===== src/rtl/branch_target_buffer.sv =====
// Direct-mapped branch target buffer with 2-bit direction counters, EXE-stage
// mispredict/redirect generation and saturating debug statistics counters.
module branch_target_buffer #(
  parameter int         INDEX_BITS = 4,
  parameter int         TAG_BITS   = 8,
  parameter logic [1:0] CTR_INIT   = 2'b01,
  parameter int         CNT_W      = 16
) (
  input  logic             clk,
  input  logic             rst,
  input  logic             rd_en,
  input  logic [31:0]      rd_pc,
  output logic             hit,
  output logic             pred_taken,
  output logic [31:0]      pred_target,
  input  logic             upd_valid,
  input  logic [31:0]      upd_pc,
  input  logic             upd_taken,
  input  logic [31:0]      upd_target,
  input  logic             upd_pred_taken,
  input  logic [31:0]      upd_pred_target,
  output logic             mispredict,
  output logic [31:0]      redirect_pc,
  output logic [CNT_W-1:0] lookup_cnt,
  output logic [CNT_W-1:0] mispred_cnt
);

  localparam int ENTRIES = 1 << INDEX_BITS;

  logic                  valid_r  [ENTRIES];
  logic [TAG_BITS-1:0]   tag_r    [ENTRIES];
  logic [31:0]           target_r [ENTRIES];
  logic [1:0]            ctr_r    [ENTRIES];

  logic [INDEX_BITS-1:0] rd_idx_s;
  logic [INDEX_BITS-1:0] upd_idx_s;
  logic [TAG_BITS-1:0]   rd_tag_s;
  logic [TAG_BITS-1:0]   upd_tag_s;
  logic                  upd_hit_s;
  logic                  unused_s;

  function automatic logic [1:0] ctr_inc(input logic [1:0] c);
    if (c == 2'b11) return c;
    else return c + 2'b01;
  endfunction

  function automatic logic [1:0] ctr_dec(input logic [1:0] c);
    if (c == 2'b00) return c;
    else return c - 2'b01;
  endfunction

  function automatic logic [CNT_W-1:0] sat_inc(input logic [CNT_W-1:0] c);
    if (&c) return c;
    else return c + {{(CNT_W-1){1'b0}}, 1'b1};
  endfunction

  assign rd_idx_s  = rd_pc[INDEX_BITS+1:2];
  assign rd_tag_s  = rd_pc[INDEX_BITS+2 +: TAG_BITS];
  assign upd_idx_s = upd_pc[INDEX_BITS+1:2];
  assign upd_tag_s = upd_pc[INDEX_BITS+2 +: TAG_BITS];
  assign upd_hit_s = valid_r[upd_idx_s] & (tag_r[upd_idx_s] == upd_tag_s);
  // Only index and tag fields of the PCs select state; the rest is deliberately ignored.
  assign unused_s  = ^{rd_pc, upd_pc};

  // Same-cycle lookup from the IF-stage PC; reads pre-update table contents.
  always_comb begin
    hit         = rd_en & valid_r[rd_idx_s] & (tag_r[rd_idx_s] == rd_tag_s);
    pred_taken  = hit & ctr_r[rd_idx_s][1];
    pred_target = rd_pc + 32'd4;
    if (pred_taken) begin
      pred_target = target_r[rd_idx_s];
    end else begin
      pred_target = rd_pc + 32'd4;
    end
  end

  // Mispredict detection and corrected fetch address for the resolved branch.
  always_comb begin
    mispredict  = 1'b0;
    redirect_pc = upd_pc + 32'd4;
    if (upd_valid) begin
      mispredict = (upd_taken != upd_pred_taken) |
                   (upd_taken & upd_pred_taken & (upd_target != upd_pred_target));
    end else begin
      mispredict = 1'b0;
    end
    if (upd_taken) begin
      redirect_pc = upd_target;
    end else begin
      redirect_pc = upd_pc + 32'd4;
    end
  end

  // Table training: counters move on hits, taken misses allocate/replace the entry.
  always_ff @(posedge clk) begin
    if (rst) begin
      for (int i = 0; i < ENTRIES; i++) begin
        valid_r[i]  <= 1'b0;
        tag_r[i]    <= {TAG_BITS{1'b0}};
        target_r[i] <= 32'd0;
        ctr_r[i]    <= CTR_INIT;
      end
    end else if (upd_valid) begin
      if (upd_hit_s) begin
        if (upd_taken) begin
          ctr_r[upd_idx_s]    <= ctr_inc(ctr_r[upd_idx_s]);
          target_r[upd_idx_s] <= upd_target;
        end else begin
          ctr_r[upd_idx_s]    <= ctr_dec(ctr_r[upd_idx_s]);
        end
      end else if (upd_taken) begin
        valid_r[upd_idx_s]  <= 1'b1;
        tag_r[upd_idx_s]    <= upd_tag_s;
        target_r[upd_idx_s] <= upd_target;
        ctr_r[upd_idx_s]    <= 2'b10;
      end else begin
        valid_r[upd_idx_s]  <= valid_r[upd_idx_s];
      end
    end else begin
      valid_r[upd_idx_s] <= valid_r[upd_idx_s];
    end
  end

  // Saturating debug statistics.
  always_ff @(posedge clk) begin
    if (rst) begin
      lookup_cnt  <= {CNT_W{1'b0}};
      mispred_cnt <= {CNT_W{1'b0}};
    end else begin
      if (rd_en) begin
        lookup_cnt <= sat_inc(lookup_cnt);
      end else begin
        lookup_cnt <= lookup_cnt;
      end
      if (mispredict) begin
        mispred_cnt <= sat_inc(mispred_cnt);
      end else begin
        mispred_cnt <= mispred_cnt;
      end
    end
  end

endmodule


===== config.mk =====
export PLATFORM = sky130hd
export DESIGN_NAME = branch_target_buffer
export DESIGN_NICKNAME = d
export VERILOG_FILES = /design/src/rtl/branch_target_buffer.sv
export SDC_FILE = /design/constraint.sdc
export NUM_CORES = 1
export LEC_CHECK = 0
export BUFFER_PORTS_ARGS = -buffer_cell sky130_fd_sc_hd__buf_2
export CORE_MARGIN = 2
export CORE_UTILIZATION = 60
export DETAILED_ROUTE_END_ITERATION = 6
export MAX_ROUTING_LAYER = met4
export PLACE_DENSITY = 0.79
export RECOVER_POWER = 50
export REMOVE_ABC_BUFFERS = 1
export SLEW_MARGIN = 20
export SYNTH_ARGS = -nofsm -noshare
export SYNTH_HDL_FRONTEND = slang
export SYNTH_SLANG_ARGS = --single-unit

===== constraint.sdc =====
create_clock -name clk -period 7 [get_ports clk]
set_input_delay 0.7 -clock clk [delete_from_list [all_inputs] [get_ports clk]]
set_output_delay 0.7 -clock clk [all_outputs]
set_load 0.01 [all_outputs]

======== Yosys cells after proc, flatten, opt, wreduce, memory -nomap -nowiden ========
Memory sizes are Yosys's and may differ from the RTL's.
Cells that the tools add are included.
Widths: inputs -> output; s select.
word-level totals
  register bits after elaboration ......... 32
  RAM bits ................................ 688
  input port bits ......................... 134
  output and inout bits ................... 99
  word-level logic and storage cells ...... 93
  memories ................................ 4
operators by class
  add/sub/neg operators ................... 6
  equal/unequal tests ..................... 5
  muxes and demuxes ....................... 53
  bitwise logic cells ..................... 14
  reductions and logical operators ........ 9
memories
  memory    words  bits a word  rd ports  clocked after memory_dff  write ports  RTL line  text
  target_r  16     32           1         0                         16           32        logic [31:0] target_r [ENTRIES];
  tag_r     16     8            2         0                         16           31        logic [TAG_BITS-1:0] tag_r [ENTRIES];
  ctr_r     16     2            2         0                         16           33        logic [1:0] ctr_r [ENTRIES];
  valid_r   16     1            2         0                         16           30        logic valid_r [ENTRIES];
operator list
  cell                   count
  $mux 32                4
  $add 32x3->32 const B  2
  $add 16x1->16 const B  2
  $ne 32x32->1           1
  $reduce_and 16->1      2
  $reduce_or 32->1       1
  $mux 1                 31
  $mux 2                 13
  $eq 8x8->1             2
  $mux 4                 4
  $mux 8                 1
  $reduce_or 8->1        1
  $and 1x1->1            6
  $or 1x1->1             6
  $reduce_and 2->1       2
  $add 2x1->2 const B    1
  $eq 2x2->1 const B     1
  $logic_not 2->1        1
  $not 1->1              2
  $reduce_or 2->1        1
  $sub 2x1->2 const B    1
  $ne 1x1->1             1
  $reduce_or 1->1        1

======== Longest topological paths before layout ========
Gate-level depths: netlist (run 1).
An unclocked memory read counts as a cell.
  depth in word-level cells ............... 11
  depth in mapped cells ................... 12
  mapped depth without buffers ............ 8

======== Worst setup path before layout (run 1) ========
OpenSTA, ideal clock, no wires.
  path kind ............................... input to register
  start point ............................. input upd_pc[4]
  end point ............................... memory target_r[15][0] (enable)
  setup time .............................. 0.466 ns
  data arrival time ....................... 4.132 ns
  data required time ...................... 6.534 ns
  setup slack ............................. 2.403 ns
  stages .................................. 5
  path buffers ............................ 3
  cells stage by stage .................... clkbuf_1 buf_1 clkbuf_1 nand3_1 o21ai_0
RTL lines
  element             RTL line  text
  start: declaration  17        input logic [31:0] upd_pc,
  end: declaration    32

==> results of run 1 <==
## logic make-up after synthesis
family | after synthesis
muxes | 315
AOI/OAI and AO/OA | 206
and+or+nand+nor | 945
adders and majority gates | 8
buffers and inverters | 258
xor gates and xnor gates | 112
DFF | 720
## path summary, 6_finish.rpt
| path | to | startpoint | slack (ns) | cells after the start |
|---|---|---|---|---|
| setup / recovery | tag_r[1][0] | upd_pc[2] | 1.30 | 7 |
| hold / removal | lookup_cnt[1] | rst | 0.49 | 2 |
| setup reg to reg | tag_r[15][3] | tag_r[0][7] | 3.39 | 8 |
| hold reg to reg | mispred_cnt[6] | mispred_cnt[6] | 0.51 | 2 |
## synth_stat cells (all sizes together) (29+ instances only)
| master | number |
|---|---|
| mux2 | 38 |
| nor2 | 79 |
| o31ai | 29 |
| xnor2 | 73 |
| buf | 53 |
| mux4 | 244 |
| dfxtp | 32 |
| edfxtp | 688 |
| xor2 | 39 |
| o21ai | 73 |
| nand2 | 81 |
| mux2i | 33 |
| and2 | 387 |
| clkbuf | 192 |
| nand4 | 34 |
| and3 | 269 |
| nand3 | 37 |
## where the power goes
group,switching (mW),internal (mW)
Clock,1.66,2.21
Combinational,0.598,0.380
Sequential,0.0725,4.92
Total,2.33,7.51
## final cells by class
cell class / count / area (um^2) / share of cell area [%]
Inverter: 13 / 48.8 / 0.120
Clock inverter: 33 / 295 / 0.726
Sequential cell: 720 / 21300 / 52.4
Multi-Input combinational cell: 1586 / 14400 / 35.5
Antenna cell: 4 / 10.0 / 0.0246
Tap cell: 782 / 978 / 2.41
Clock buffer: 100 / 2040 / 5.03
Timing Repair Buffer: 292 / 1550 / 3.80
## through the flow
step	power (mW)	area [um^2]	utilization, %	worst slack (ns)	hold WS [ns]
after floorplan	5.53	35500	-	2.30	0.502
after global placement	5.99	38400	63.8	1.81	0.483
after detailed placement	6.03	38400	63.8	1.70	0.503
after CTS	9.83	40800	67.7	1.69	0.485
after global routing	10.1	40700	67.5	1.01	0.507
final	9.83	40700	67.5	1.30	0.493
## flip-flops by register name, summed over array words and instances (netlist names)
| name | flops |
|---|---|
| target_r | 512 |
| tag_r | 128 |
| ctr_r | 32 |
| lookup_cnt | 16 |
| mispred_cnt | 16 |
| valid_r | 16 |
## layer usage
layer	track usage [%]	up-vias	routed length (um)
li1	-	10060	-
met1	46.2	12293	37500
met2	54.0	1970	50900
met3	8.77	318	14900
met4	15.7	0	5200
met5	-	-	0
## cell usage in the layout, fill, tap and decap left out, types with 73 or more instances in the layout
cell,netlist,routed
and3_1,269,268
and2_1,387,222
xnor2_1,73,73
clkbuf_1,192,79
buf_2,13,194
clkbuf_16,0,78
nand2_1,81,80
and2_0,0,165
edfxtp_1,688,688
mux4_2,244,244
==> results.sh, run 1 <==
export IMPL_final_max_slew_viol_count=881
export IMPL_synth_seq_cells=720
export IMPL_drc_errors=0
export IMPL_fin_crit_sh_pct=81.5
export IMPL_gr_usage_all_layers_pct=35.6
export IMPL_synthMuxAreaShare_pct=17.1
export IMPL_synth_edf_count=688
export IMPL_p_leak_nw=14.9
export IMPL_path_class="in -> reg"
export IMPL_path_max_fanout=44
export IMPL_crit_required_ns=7.27
export IMPL_die_w_um=251
export IMPL_cp_num_buf_inv=3
export IMPL_critPathArrivalTime_ns=5.98
export IMPL_status="finished with violations"
export IMPL_syn_inst=2564
export IMPL_wl_per_cell_um=30.7
export IMPL_grt_pass1_wl_um=158000
export IMPL_start_util_pct=60.6
export IMPL_setup_viol=0
export IMPL_synth_top_area_share_pct=56.6
export IMPL_synth_simple_area_share_pct=15.1
export IMPL_finClkSkew_ns=0.0271
export IMPL_dp_hpwl_um=64600
export IMPL_cts_tree="yes"
export IMPL_numCtsBuffers=75
export IMPL_gr_total_overflow=0
export IMPL_finalNonFillerCells=3530
export IMPL_cts_setup_buffers=0
export IMPL_via_per_inst=6.98
export IMPL_layout_drive_gt1_share_pct=23.7
export IMPL_syn_area_um2=36500
export IMPL_grt_pass1_vias=24342
export IMPL_clk_latency_ns=0.62
export IMPL_rsz0062_at_grt="no"
export IMPL_firstDrtPassIters=6
export IMPL_ys_warn_count=0
export IMPL_cts_path_max_buffers=3
export IMPL_cpPeakStageDelay_ns=1.87
export IMPL_endpoint_kind="register"
export IMPL_synth_top_cell_by_area="edfxtp_1"
export IMPL_via_count=24641
export IMPL_crit_chain="buf_4 -> clkbuf_1 -> ha_1 -> nand2_1 -> nor2_4 -> clkbuf_1 -> a21o_1"
export IMPL_wl_um=108000
export IMPL_cts_root_buf="clkbuf_16"
export IMPL_clk_pin_slew_ns=0.06
export IMPL_ys_async_sr_fraction_pct=0
export IMPL_synth_adder_area_share_pct=0.274
export IMPL_synth_compound_area_share_pct=3.66
export IMPL_violations="capacitance limit, slew limit"
export IMPL_syn_avg_cell_area_um2=14.2
export IMPL_tns_ns=0
export IMPL_cts_resized=0
export IMPL_slowest_stage="clkbuf_1"
export IMPL_finalHoldViolCount=0
export IMPL_max_cap_violations=24
export IMPL_synth_xor_area_share_pct=2.69
export IMPL_fmax_mhz=175
export IMPL_power_density_nw_per_um2=242
export IMPL_place_gp_congestion=0.983
export IMPL_seq_area_frac_synth_pct=58.3
export IMPL_slew_headroom_pct=-131
export IMPL_hold_buffers=0
export IMPL_antenna_left=0
export IMPL_peakVddDrop_mv=0.182
export IMPL_drtIter0Drc=3618
export IMPL_n_fill_cell=4033
export IMPL_antenna_found_initial=5
export IMPL_cts_sinks=720
export IMPL_numPortBuffers=232
export IMPL_dieArea_um2=62800
export IMPL_synth_top_family_by_area="multiplexers"
export IMPL_grt_max_degree=145
export IMPL_synthFlopType="edfxtp_1"
export IMPL_layout_nets=2830
export IMPL_fin_crit_ns=5.70
export IMPL_die_h_um=251
export IMPL_ys_types=59
export IMPL_hp_class="in -> reg"
export IMPL_crit_top_cell="clkbuf_1"
export IMPL_critPathLaunchType="input pin"
export IMPL_cp_top_family="buffers and inverters"
export IMPL_dpl_cell_count=3391
export IMPL_yosys_top_cells_area="edfxtp_1 (57%), mux4_2 (15%), and2_1 (6.6%)"
export IMPL_core_area_um2=60200
export IMPL_area_growth_pct=11.4
export IMPL_h_tree_depth=3
export IMPL_worst_slew_pin_slew_ns=3.47
export IMPL_ioPinCount=233
export IMPL_rows=90
No activity file was read; power rests on OpenSTA's default activity.
==> inputs of run 2 (changes only) <==
--- a/config.mk
+++ b/config.mk
@@ -5,12 +5,13 @@
 export SDC_FILE = /design/constraint.sdc
 export NUM_CORES = 1
 export LEC_CHECK = 0
+export ABC_AREA = 1
 export BUFFER_PORTS_ARGS = -buffer_cell sky130_fd_sc_hd__buf_2
 export CORE_MARGIN = 2
-export CORE_UTILIZATION = 60
+export CORE_UTILIZATION = 55
 export DETAILED_ROUTE_END_ITERATION = 6
 export MAX_ROUTING_LAYER = met4
-export PLACE_DENSITY = 0.79
+export PLACE_DENSITY = 0.76
 export RECOVER_POWER = 50
 export REMOVE_ABC_BUFFERS = 1
 export SLEW_MARGIN = 20
==> constraint.sdc (replaced) <==
create_clock -name clk -period 5.1 [get_ports clk]
set_input_delay 0.51 -clock clk [delete_from_list [all_inputs] [get_ports clk]]
set_output_delay 0.51 -clock clk [all_outputs]
set_load 0.01 [all_outputs]
==> run 2 against run 1 <==
Critical endpoint is now target_r[12][8]. Via count up 30%. Worst setup slack lost 1.3 ns. Largest power group unchanged. Cell count up 45%. The run still ends with capacitance limit, slew limit left. Routed wire length is 13% higher. Register-to-register slack got worse by 1.8 ns. Non-clock buffer count increased by 18.
==> results.sh, run 2 <==
export IMPL_ys_warn_count=0
export IMPL_finalHoldViolCount=0
export IMPL_layout_commonest_cell="nor2_1"
export IMPL_hold_depth=2
export IMPL_synth_seq_cells=720
export IMPL_drtIter0Drc=5217
export IMPL_min_from="rst"
export IMPL_synth_most_common_cell="nor2_1"
export IMPL_critPathArrivalTime_ns=5.32
export IMPL_finClkSkew_ns=0.0271
export IMPL_cts_setup_buffers=0
export IMPL_wl_per_cell_um=24.0
export IMPL_via_per_inst=6.26
export IMPL_r2r_cells=15
export IMPL_path_class="in -> reg"
export IMPL_path_max_fanout=34
export IMPL_layout_nets=4330
export IMPL_place_gp_congestion=1.00
export IMPL_syn_area_um2=36700
export IMPL_yosys_top_cells_area="edfxtp_1 (56%), nor2_1 (11%), nand2_1 (6.7%)"
export IMPL_fin_crit_ns=5.07
export IMPL_layout_drive_gt1_share_pct=10.4
export IMPL_endpoint_kind="register"
export IMPL_antenna_left=0
export IMPL_hold_buffers=0
export IMPL_peakVddDrop_mv=0.213
export IMPL_critPathLaunchType="input pin"
export IMPL_rsz0062_at_grt="no"
export IMPL_antenna_found_initial=8
export IMPL_numPortBuffers=232
export IMPL_crit_required_ns=5.35
export IMPL_clk_latency_ns=0.62
export IMPL_cts_path_max_buffers=3
export IMPL_synth_edf_count=688
export IMPL_cp_startpoint="upd_taken"
export IMPL_pre_cts_ws_ns=0.587
export IMPL_rows=94
export IMPL_numCtsBuffers=75
export IMPL_max_cap_violations=5
export IMPL_core_area_um2=65900
export IMPL_clk_pin_slew_ns=0.06
export IMPL_cts_root_buf="clkbuf_16"
export IMPL_worst_slew_pin_slew_ns=2.58
export IMPL_grt_pass1_vias=29696
export IMPL_seq_area_frac_synth_pct=58.0
export IMPL_synth_top_cell_by_area="edfxtp_1"
export IMPL_timing_hold_ws_ns=0.316
export IMPL_gr_usage_all_layers_pct=35.7
export IMPL_dieArea_um2=68800
export IMPL_violations="capacitance limit, slew limit"
export IMPL_power_density_nw_per_um2=338
export IMPL_multi_input_area_um2=13200
export IMPL_r2r_start="tag_r[4][7]"
export IMPL_dp_hpwl_um=75100
export IMPL_ys_async_sr_fraction_pct=0
export IMPL_setup_viol=0
export IMPL_ioPinCount=233
export IMPL_largestRegisters="target_r x512, tag_r x128, ctr_r x32"
export IMPL_regMostFlops="target_r"
export IMPL_h_tree_depth=3
export IMPL_fmax_mhz=197
export IMPL_grt_max_degree=204
export IMPL_synth_top_area_share_pct=56.3
export IMPL_slew_headroom_pct=-71.8
export IMPL_syn_avg_cell_area_um2=8.97
export IMPL_start_util_pct=55.7
export IMPL_synthFlopType="edfxtp_1"
export IMPL_timing_final_ws_setup_ns=0.0317
export IMPL_drc_errors=0
export IMPL_largest_reg_flops=512
export IMPL_area_growth_pct=10.7
export IMPL_via_count=32010
export IMPL_status="finished with violations"
export IMPL_p_leak_nw=15.9
export IMPL_hp_class="in -> reg"
export IMPL_wl_um=123000
export IMPL_cts_resized=0
export IMPL_final_max_slew_viol_count=150
export IMPL_die_w_um=262
export IMPL_fin_crit_sh_pct=99.4
export IMPL_layout_common_cells="nor2_1 (1087), edfxtp_1 (688), nand2_1 (640)"
export IMPL_n_fill_cell=5442
export IMPL_grt_pass1_wl_um=181000
export IMPL_die_h_um=262
export IMPL_cts_tree="yes"
export IMPL_synthTopCellsByCount="nor2_1 (1088), edfxtp_1 (688), nand2_1 (654)"
export IMPL_regArea_um2=21300
export IMPL_syn_inst=4090
export IMPL_firstDrtPassIters=6
export IMPL_gr_total_overflow=0
export IMPL_cts_sinks=720
export IMPL_ys_types=54
-- run 2: metal layers --
metal	wire, um	vias up	track usage, %	share of wire (%)
met5	0	-	-	0
li1	-	14016	-	-
met3	19300	478	8.95	16
met2	53200	2633	51.5	43
met4	7380	0	18.7	6.0
met1	42900	14883	46.7	35
-- run 2: cell families (layout without fill, tap and decap cells) --
family | count (synthesis) | in the layout | share of synthesized area (%)
xor gates and xnor gates | 83 | 83 | 1.98
DFF | 720 | 720 | 58.0
and+or+nand+nor | 1970 | 1970 | 21.5
buffers and inverters | 543 | 695 | 6.21
other | 0 | 5 | 0
adders and majority gates | 8 | 8 | 0.273
AOI/OAI and AO/OA | 766 | 766 | 12.0
-- run 2: path summary, 6_finish.rpt --
kind                                        end  slack, ns
worst max-delay path            target_r[12][8]       0.03
worst min-delay path             lookup_cnt[15]       0.32
worst max register to register      tag_r[4][1]       1.62
worst min register to register    lookup_cnt[0]       0.51
-- run 2: power by group --
part | total (mW) | internal (mW) | switching (mW) | leakage, nW
Combinational | 1.52 | 0.394 | 1.12 | 7.96
Sequential | 6.86 | 6.77 | 0.0969 | 6.79
Clock | 5.33 | 3.02 | 2.31 | 1.13
-- run 2: layout make-up --
cell class	instances	area share (%)
flip-flops and latches	720	52.4
clock inverters	39	0.850
well taps	864	2.66
diodes	5	0.0308
clock buffers	92	4.88
multi-input cells	2827	32.4
inverters	254	2.37
repair buffers	310	4.31
-- run 2: through the flow --
step / total power [mW] / std cells / utilization, % / setup TNS [ns] / instance area (um^2)
after global routing: 14.0 / 5111 / 61.7 / 0 / 40600
final: 13.7 / 5111 / 61.7 / 0 / 40600
after floorplan: 7.73 / 3801 / - / -468.86 / 35400
after global placement: 8.42 / 4975 / 58.3 / 0 / 38400
after CTS: 13.6 / 5106 / 61.8 / 0 / 40700
after detailed placement: 8.44 / 4975 / 58.3 / 0 / 38400
-- run 2: worst max-delay path, cell delays in order --
cell	delay, ns
clkbuf_1	1.53
clkinv_1	0.31
nor3_1	0.26
buf_4	0.42
nand2_2	0.06
clkbuf_2	0.74
nand2_1	0.77
buf_4	0.61
